===== src/rtl/sprite_pkg.sv =====
// Shared types and constants for the bouncing sprite engine.
// Used by bounce_sprite_engine; the optional diagonal probe (BOUNCE_DIAG_PROBE_EN)
// reuses the PROBE_D encoding that is always present in the state type.
package sprite_pkg;

    typedef enum logic [2:0] {
        INIT,
        DRAW,
        WAIT,
        ERASE,
        PROBE_X,
        PROBE_Y,
        PROBE_D,
        MOVE
    } state_t;

    localparam logic DIR_DEC = 1'b0;
    localparam logic DIR_INC = 1'b1;

    // Background colour written when the sprite is removed from its old spot.
    localparam int unsigned ERASE_COLOR = 0;

endpackage


===== src/rtl/tick_timer.sv =====
// Free-running step timer: counts enabled clocks and pulses tick on the last
// count of each period. clr has priority over counting and restarts the period.
module tick_timer #(
    parameter int TIMER_W     = 26,
    parameter int TIMER_LIMIT = 1_000_000
) (
    input  logic clk,
    input  logic reset,
    input  logic en,
    input  logic clr,
    output logic tick
);

    localparam logic [TIMER_W-1:0] LAST = TIMER_W'(TIMER_LIMIT - 1);

    logic [TIMER_W-1:0] count;

    // Pulse only while counting, so a frozen timer never ticks.
    assign tick = en && (count == LAST);

    // Period counter: cleared outside WAIT, held while disabled, wraps on tick.
    always_ff @(posedge clk) begin
        if (!reset || clr) begin
            count <= '0;
        end else if (en) begin
            count <= tick ? '0 : count + TIMER_W'(1);
        end
    end

endmodule


===== src/rtl/bounce_sprite_engine.sv =====
// Single-pixel sprite mover: draws, waits for a tick, erases, probes the
// obstacle RAM and screen borders around the sprite, then steps or bounces.
// Optional feature macro: BOUNCE_DIAG_PROBE_EN adds a diagonal probe (PROBE_D)
// so corner-only contacts also bounce the sprite.
module bounce_sprite_engine
    import sprite_pkg::*;
#(
    parameter int X_W         = 8,
    parameter int Y_W         = 7,
    parameter int X_MAX       = 159,
    parameter int Y_MAX       = 119,
    parameter int X_START     = 80,
    parameter int Y_START     = 60,
    parameter int STEP        = 1,
    parameter int TIMER_W     = 26,
    parameter int TIMER_LIMIT = 1_000_000,
    parameter int COLOR_W     = 3,
    parameter logic [COLOR_W-1:0] SPRITE_COLOR = 3'b010,
    parameter int CNT_W       = 16
) (
    input  logic               clk,
    input  logic               reset,
    input  logic               run,
    output logic [X_W-1:0]     obs_x,
    output logic [Y_W-1:0]     obs_y,
    input  logic [COLOR_W-1:0] obs_color,
    output logic               px_valid,
    input  logic               px_ready,
    output logic [X_W-1:0]     px_x,
    output logic [Y_W-1:0]     px_y,
    output logic [COLOR_W-1:0] px_color,
    output logic [X_W-1:0]     xpos,
    output logic [Y_W-1:0]     ypos,
    output logic               xdir,
    output logic               ydir,
    output logic               tick,
    output logic [CNT_W-1:0]   bounce_count,
    output logic               busy
);

    // Neighbour arithmetic is one bit wider so an underflow lands above MAX.
    localparam logic [X_W:0]       X_STEP   = (X_W+1)'(STEP);
    localparam logic [Y_W:0]       Y_STEP   = (Y_W+1)'(STEP);
    localparam logic [X_W:0]       X_LIM    = (X_W+1)'(X_MAX);
    localparam logic [Y_W:0]       Y_LIM    = (Y_W+1)'(Y_MAX);
    localparam logic [X_W-1:0]     X_RST    = X_W'(X_START);
    localparam logic [Y_W-1:0]     Y_RST    = Y_W'(Y_START);
    localparam logic [COLOR_W-1:0] ERASE_PX = COLOR_W'(ERASE_COLOR);

    state_t           state, next_state;
    logic [X_W:0]     nx_wide;
    logic [Y_W:0]     ny_wide;
    logic [X_W-1:0]   nx;
    logic [Y_W-1:0]   ny;
    logic             nx_oob, ny_oob;
    logic             ram_hit;
    logic             x_blk_q;
    logic             x_flip, y_flip;
    logic [X_W-1:0]   obs_x_q;
    logic [Y_W-1:0]   obs_y_q;
    logic             timer_en, timer_clr;
`ifdef BOUNCE_DIAG_PROBE_EN
    logic             y_blk_q;
`endif

    assign ram_hit   = (obs_color != '0);
    assign timer_en  = (state == WAIT) && run;
    assign timer_clr = (state != WAIT);
    assign px_x      = xpos;
    assign px_y      = ypos;

    tick_timer #(
        .TIMER_W     (TIMER_W),
        .TIMER_LIMIT (TIMER_LIMIT)
    ) u_tick_timer (
        .clk   (clk),
        .reset (reset),
        .en    (timer_en),
        .clr   (timer_clr),
        .tick  (tick)
    );

    // Next position along each axis and whether it falls off the screen.
    always_comb begin
        nx_wide = (xdir == DIR_INC) ? {1'b0, xpos} + X_STEP : {1'b0, xpos} - X_STEP;
        ny_wide = (ydir == DIR_INC) ? {1'b0, ypos} + Y_STEP : {1'b0, ypos} - Y_STEP;
        nx      = nx_wide[X_W-1:0];
        ny      = ny_wide[Y_W-1:0];
        nx_oob  = (nx_wide > X_LIM);
        ny_oob  = (ny_wide > Y_LIM);
    end

    // Control state register.
    always_ff @(posedge clk) begin
        if (!reset) begin
            state <= INIT;
        end else begin
            state <= next_state;
        end
    end

    // Next-state logic plus pixel request and probe address outputs.
    always_comb begin
        next_state = state;
        px_valid   = 1'b0;
        px_color   = SPRITE_COLOR;
        busy       = 1'b1;
        obs_x      = obs_x_q;
        obs_y      = obs_y_q;
        case (state)
            INIT: next_state = DRAW;
            DRAW: begin
                px_valid = 1'b1;
                if (px_ready) next_state = WAIT;
            end
            WAIT: begin
                busy = 1'b0;
                if (tick) next_state = ERASE;
            end
            ERASE: begin
                px_valid = 1'b1;
                px_color = ERASE_PX;
                if (px_ready) next_state = PROBE_X;
            end
            PROBE_X: begin
                obs_x      = nx;
                obs_y      = ypos;
                next_state = PROBE_Y;
            end
            PROBE_Y: begin
                obs_x = xpos;
                obs_y = ny;
`ifdef BOUNCE_DIAG_PROBE_EN
                next_state = PROBE_D;
`else
                next_state = MOVE;
`endif
            end
`ifdef BOUNCE_DIAG_PROBE_EN
            PROBE_D: begin
                obs_x      = nx;
                obs_y      = ny;
                next_state = MOVE;
            end
`endif
            MOVE:    next_state = DRAW;
            default: next_state = INIT;
        endcase
    end

    // Bounce decision for MOVE; the RAM result arriving in MOVE is the last probe issued.
    always_comb begin
        x_flip = x_blk_q;
`ifdef BOUNCE_DIAG_PROBE_EN
        y_flip = y_blk_q;
        if (!x_blk_q && !y_blk_q && ram_hit) begin
            x_flip = 1'b1;
            y_flip = 1'b1;
        end
`else
        y_flip = ram_hit || ny_oob;
`endif
    end

    // Probe address hold, probe result capture, and the MOVE-edge position update.
    always_ff @(posedge clk) begin
        if (!reset) begin
            xpos         <= X_RST;
            ypos         <= Y_RST;
            xdir         <= DIR_INC;
            ydir         <= DIR_INC;
            bounce_count <= '0;
            x_blk_q      <= 1'b0;
            obs_x_q      <= X_RST;
            obs_y_q      <= Y_RST;
`ifdef BOUNCE_DIAG_PROBE_EN
            y_blk_q      <= 1'b0;
`endif
        end else begin
            obs_x_q <= obs_x;
            obs_y_q <= obs_y;
            if (state == PROBE_Y) begin
                x_blk_q <= ram_hit || nx_oob;
            end
`ifdef BOUNCE_DIAG_PROBE_EN
            if (state == PROBE_D) begin
                y_blk_q <= ram_hit || ny_oob;
            end
`endif
            if (state == MOVE) begin
                if (x_flip) begin
                    xdir <= (xdir == DIR_INC) ? DIR_DEC : DIR_INC;
                end else begin
                    xpos <= nx;
                end
                if (y_flip) begin
                    ydir <= (ydir == DIR_INC) ? DIR_DEC : DIR_INC;
                end else begin
                    ypos <= ny;
                end
                bounce_count <= bounce_count + CNT_W'(x_flip) + CNT_W'(y_flip);
            end
        end
    end

endmodule


===== config.mk =====
export PLATFORM = sky130hd
export DESIGN_NAME = bounce_sprite_engine
export DESIGN_NICKNAME = d
export VERILOG_FILES = /design/src/rtl/sprite_pkg.sv /design/src/rtl/tick_timer.sv /design/src/rtl/bounce_sprite_engine.sv
export SDC_FILE = /design/constraint.sdc
export NUM_CORES = 1
export LEC_CHECK = 0
export ABC_CLOCK_PERIOD_IN_PS = 4250
export CORE_MARGIN = 2
export CORE_UTILIZATION = 45
export CTS_BUF_LIST = sky130_fd_sc_hd__clkbuf_4
export DETAILED_ROUTE_END_ITERATION = 8
export PLACE_DENSITY = 0.76
export SLEW_MARGIN = 0
export SYNTH_ARGS = -nofsm -noshare
export SYNTH_HDL_FRONTEND = slang
export SYNTH_HIERARCHICAL = 1
export SYNTH_SLANG_ARGS = --single-unit

===== constraint.sdc =====
create_clock -name clk -period 4.25 [get_ports clk]
set_input_delay 0.425 -clock clk [delete_from_list [all_inputs] [get_ports clk]]
set_output_delay 0.425 -clock clk [all_outputs]
set_load 0.02 [all_outputs]

Word-level counts from Yosys, hierarchy flattened
Cells that the tools add are included.
{"block": "classes", "n_addsub": 7, "magnitude_cmp": 2, "eq_ne": 11, "mux": 14, "bitwise_logic": 2, "n_reduce_logical": 15}
{"operator": "adder 16 x 1 -> 16 bit", "n": 2}
{"operator": "adder 26 x 1 -> 26 bit (second input constant)", "n": 1}
{"operator": "== test 26 x 20 -> 1 bit (second input constant)", "n": 1}
{"operator": "two-way mux 26 bit", "n": 1}
{"operator": "case mux 3 bit (6 select lines)", "n": 1}
{"operator": "case mux 8 bit (2 select lines)", "n": 1}
{"operator": "case mux 7 bit (2 select lines)", "n": 1}
{"operator": "adder 8 x 1 -> 9 bit (second input constant)", "n": 1}
{"operator": "== test 3 bit (second input constant)", "n": 3}
{"operator": "> comparator 9 x 8 -> 1 bit (second input constant)", "n": 1}
{"operator": "two-way mux 3 bit", "n": 3}
{"operator": "two-way mux 9 bit", "n": 1}
{"operator": "subtractor 8 x 1 -> 9 bit (second input constant)", "n": 1}
{"operator": "adder 7 x 1 -> 8 bit (second input constant)", "n": 1}
{"operator": "> comparator 8 x 7 -> 1 bit (second input constant)", "n": 1}
{"operator": "two-way mux 8 bit", "n": 1}
{"operator": "AND reduction 2 bit", "n": 4}
{"operator": "subtractor 7 x 1 -> 8 bit (second input constant)", "n": 1}
{"operator": "== test 3 x 2 -> 1 bit (second input constant)", "n": 2}
{"operator": "two-way mux 1 bit", "n": 4}
{"operator": "!= test 2 bit (second input constant)", "n": 2}
{"operator": "OR reduction 2 bit", "n": 2}
{"operator": "== test 3 x 1 -> 1 bit (second input constant)", "n": 1}
{"operator": "zero test 3 bit", "n": 1}
{"operator": "9 further kinds", "n": 13}
{"block": "word_totals", "regBits": 78, "inputBits": 7, "word_cells": 61}

Logic depth before layout (Yosys ltp)
{"block": "logic_depth", "word_depth": 6, "mapped_depth": 14, "ltp_nobuf": 14}

Cells and area by module
The synthesis kept the hierarchy.
{"mod": "bounce_sprite_engine", "n_inst": 1, "cells_per_inst": 376, "area_each_um2": 3121.7, "seq_area_each_um2": 1041.0}
{"mod": "tick_timer", "n_inst": 1, "cells_per_inst": 149, "area_each_um2": 1300.0, "seq_area_each_um2": 520.5}

Least setup slack after synthesis
OpenSTA, ideal clock, no wires.
{"block": "synth_timing", "kind": "register to register", "start": "register ydir", "end": "register bounce_count[15]", "setup_time_ns": 0.071, "arrival_time_ns": 3.247, "slack_ns": 0.933, "stages_incl_launch_ff": 13, "n_path_buf": 0, "synth_period_minus_slack_ns": 3.317, "cell_sequence": "dfxtp_1 -> inv_1 -> ha_1 -> nor2b_1 -> o31a_1 -> o211ai_1 -> nand4_2 -> nand3_1 -> fa_1 -> nand4_2 -> or3_4 -> or3_1 -> a21oi_1"}
{"block": "synth_via", "elab_chain_len": 4}
{"item": "start: declaration", "line": "bounce_sprite_engine.sv:35", "rtl": "output logic ydir,"}
{"item": "start signal: assignment", "line": "bounce_sprite_engine.sv:197", "rtl": "ydir <= (ydir == DIR_INC) ? DIR_DEC : DIR_INC;"}
{"item": "two-way mux 8 bit", "line": "bounce_sprite_engine.sv:86", "rtl": "ny_wide = (ydir == DIR_INC) ? {1'b0, ypos} + Y_STEP : {1'b0, ypos} - Y_STEP;"}
{"item": "> comparator 8 x 7 -> 1 bit", "line": "bounce_sprite_engine.sv:90", "rtl": "ny_oob = (ny_wide > Y_LIM);"}
{"item": "logical OR 1 bit", "line": "bounce_sprite_engine.sv:161", "rtl": "y_flip = ram_hit || ny_oob;"}
{"item": "adder 16 x 1 -> 16 bit", "line": "bounce_sprite_engine.sv:201", "rtl": "bounce_count <= bounce_count + CNT_W'(x_flip) + CNT_W'(y_flip);"}
{"item": "end signal: assignment", "line": "bounce_sprite_engine.sv:201"}
{"item": "end: declaration", "line": "bounce_sprite_engine.sv:37", "rtl": "output logic [CNT_W-1:0] bounce_count,"}
Every way passes these cells.
A chain may end at the register's enable or synchronous reset.

Worst setup path in the final report
{"block": "layout_timing", "start": "register xpos[0], in the netlist px_x[0]", "end": "output port obs_x[6]"}
{"block": "layout_via", "elab_chain_len": 3}
{"item": "start: declaration", "line": "bounce_sprite_engine.sv:32", "rtl": "output logic [X_W-1:0] xpos,"}
{"item": "start signal: assignment", "line": "bounce_sprite_engine.sv:194", "rtl": "xpos <= nx;"}
{"item": "subtractor 8 x 1 -> 9 bit / adder 8 x 1 -> 9 bit (equally long branches)", "line": "bounce_sprite_engine.sv:85", "rtl": "nx_wide = (xdir == DIR_INC) ? {1'b0, xpos} + X_STEP : {1'b0, xpos} - X_STEP;"}
{"item": "two-way mux 9 bit *", "line": "bounce_sprite_engine.sv:85"}
{"item": "case mux 8 bit (2 select lines) *", "line": "bounce_sprite_engine.sv:110", "rtl": "case (state)"}
{"item": "end: declaration", "line": "bounce_sprite_engine.sv:24", "rtl": "output logic [X_W-1:0] obs_x,"}
Every way passes the cells marked *; elsewhere a longest branch is shown, timed or not.

==> results.md <==
- Minimum clock period: around 3700 ps
- Largest net degree at the start of global routing: 34
- Most frequent cell after synthesis: dfxtp_1
- Syn Area/Cell: roughly 8.4 µm²
- Hold_buf cts: 0
- Outcome: completed
- Antenna Cells: 0
- Overall power: between 1 and 1.5 mW
- Slew headroom: ~27%
- P_int: ~1.1 mW
- Area delta synth->final: 20.0%
- I/O Buffers: 73
- Detailed Place HPWL: between 7000 and 8000 µm
- Reg2Reg Launch Point: ydir
- WP data required: roughly 3800 ps
- Fin Clk Skew: between 10 and 15 ps
- Critical path arrival: approximately 3300 ps
- Num CTS Buffers: 9
- Post-route ant nets: 0
- Fin crit share: slightly below 90%
- Largest area contributor in the netlist: dfxtp_1
- Max Fanout on Critical Path: 7
- Logic pwr share: just under 6%
- Post-synth top cells: dfxtp_1 (78), nor2_1 (48), nand2_1 (40), a21oi_1 (37), o21ai_0 (26)
- Ports: 76
- Worst setup SP type: register
- Post CTS Setup Buffer Count: 0
- Clock slew at reported path FFs: 140 ps
- RSZ-0062 raised after global routing: false
- LEAKAGE: 1.89 nW
- Die H: 103 µm
- Pins Over Slew Limit: 0
- Final setup TNS: 0 ps
- FF+latch count, synth: 78
- Max Root-Sink Buffers: 2
- Crit-path max cell delay: 640 ps
- First-pass DRT Iterations: 4
- Net Switching: ~330 µW
- Simple-gate share of the synthesized area: 25.7%
- Synth top area share: about a third
- Die W: just over 100 µm
- Cell Pwr Density: roughly 260 nW/µm²
- Clk root buf: clkbuf_4
- Iter 0 DRT Violations: around 120
- Core Footprint: approximately 9600 µm²
- Post-Synth Adder-Cell Area: under 10%
- Cells after DPL: 697
- # setup viols final: 0
- Peak VDD IR: around 0.00012 V
- Max cap viols: 0
- Overall routed net length: 10400 µm
- Worst-Skew Late Latency: ~440 ps
- Share of layout cells above drive strength 1: between 6 and 7%
- Post-synth EDFFs: 0
- Switching fraction of total power: 23.8%
- First-pass GRT wire length: approximately 17000 µm
- Min-Delay Startpoint: obs_x_q[6]
- Async set-reset flop share out of synthesis: 0%
- Mux contribution to synthesized area: under 10%
- FMAX: between 200 and 300 MHz
- Crit-path slowest cell: clkdlybuf4s50_1
- Yosys warns: 6
- Initial antenna violation count: 0
- DR WL/cell: ~15 µm
- TritonCTS clock tree: done
- Reg power frac: approximately 53%
- Min Hold Slack: ~490 ps
- Worst min-delay path class: reg -> reg
- Worst slew pin tran: roughly 1100 ps
- Via count: approximately 4000
- Via-per-instance ratio: ~5.6
- Finished Layout Cells: ~710
- Syn Inst Count: 525
- # resized after CTS: 0
- Initial Util: approximately 46%
- Utilization after layout: a little under three fifths
- Layout Nets: roughly 600
- Clock share of power: 41.4%
- Routability cong.: 0.826
- FP Rows: 36
- Cell variety after synth: 58
- Placed cell area: around 5100 µm²
- TritonCTS Sinks: between 70 and 80
- Vias in the first global route: ~3600
- XOR/XNOR Fraction of Synth Area: around 7.7%
- Pre-CTS setup slack: around 630 ps
- Sequential area share after synthesis: a little over a third
- Worst setup startpoint: px_x[0]
- DRC errors left: 0
- CP Class: reg -> out
- Post-synthesis compound-gate area fraction: about 17%
- Fin. Hold Viols: 0
- Die area: about 11000 µm²
- Critical path cell sequence: inv_1 > fa_1 > nor2b_1 > o211ai_1 > a21oi_1 > xor2_1 > mux2i_1 > o21ai_0 > clkdlybuf4s50_1
- H-Tree Depth: 3
- Primary FF master, synth: dfxtp_1
- Post-Layout Inst Area: approximately 5300 µm²
- Worst Setup Slack, final: between 500 and 600 ps
- Grt ovf: 0
- Synthesized cell area: about 4400 µm²
- CP endpoint kind: primary output
- Gr usage total: 20.3%
- Combinational family with the most area after synthesis: simple AND/OR/NAND/NOR gates
- Top post-synthesis cells by area: dfxtp_1 (35%), xor2_1 (4.8%), ha_1 (4.5%), a21oi_1 (4.2%), nor2_1 (4.1%)
## registers in the layout, summed over array words and instances (netlist names)
register / count
state: 3
bounce_count: 16
px_x: 8
px_y: 7
xdir: 1
obs_x_q: 8
u_tick_timer/count: 26
ydir: 1
obs_y_q: 7
x_blk_q: 1
## critical path, delay by kind of cell, from the launching register on
| kind | cells | cell delay [ps] |
|---|---|---|
| xor gates and xnor gates | 1 | 300 |
| and+or+nand+nor | 1 | 190 |
| buffers and inverters | 2 | 770 |
| adders and majority gates | 1 | 460 |
| AOI/OAI and AO/OA | 3 | 500 |
| muxes | 1 | 150 |
| DFF | 1 | 510 |
## layout by cell type, fill, tap and decap left out, drive strengths merged, types with 5 or more instances in the layout
cell	n
dfxtp	78
clkdlybuf4s50	73
or3	15
or4	9
a211oi	6
xnor2	15
and2	9
or2	5
and3	10
clkbuf	9
nor3	7
nor2	48
nor4	5
o211ai	6
mux2i	8
and4	5
nand4	15
nand2b	6
o31ai	11
xor2	24
ha	16
nor2b	8
inv	11
o21a	6
nand3	25
nand2	40
o21ai	34
a21oi	38
## layout make-up
cell class | count | area [µm²]
Inverter | 10 | 37.5
Sequential cell | 78 | 1560
Timing Repair Buffer | 76 | 753
Tap cell | 133 | 166
Fill cell | 919 | 4330
Clock inverter | 7 | 121
Clock buffer | 9 | 67.6
Multi-Input combinational cell | 400 | 2600
## kinds of logic (layout without fill, tap and decap cells)
kind of cell             after synthesis  count (layout)
multiplexers                           9               9
other                                  1               2
XOR/XNOR                              39              39
flip-flops                            78              78
AND/OR/NAND/NOR                      211             211
buffers and inverters                 48             102
AO/OA/AOI/OAI                        120             120
adder cells (fa/ha/maj)               19              19
## path summary, 6_finish.rpt
path                 endpoint  slack, ps  depth (start not counted)
max                  obs_x[6]        500                          9
min                obs_x_q[6]        490                          2
max reg2reg  bounce_count[15]        570                         12
min reg2reg        obs_x_q[6]        490                          2
## routing by layer
metal / track usage (%) / part of all wire, %
met5: 0 / 0
met4: 7.89 / 2.1
met2: 31.9 / 47
met3: 4.61 / 4.7
met1: 27.0 / 47
## power groups by stage
stage,Sequential [mW],Clock (mW),Combinational [mW]
after floorplan,0.754,0,0.0560
after detailed placement,0.757,0,0.0816
after CTS,0.740,0.592,0.0818
after global routing,0.742,0.627,0.0894
after global placement,0.756,0,0.0801
final,0.740,0.580,0.0819
Note: power is estimated with default switching activity, not from simulation.
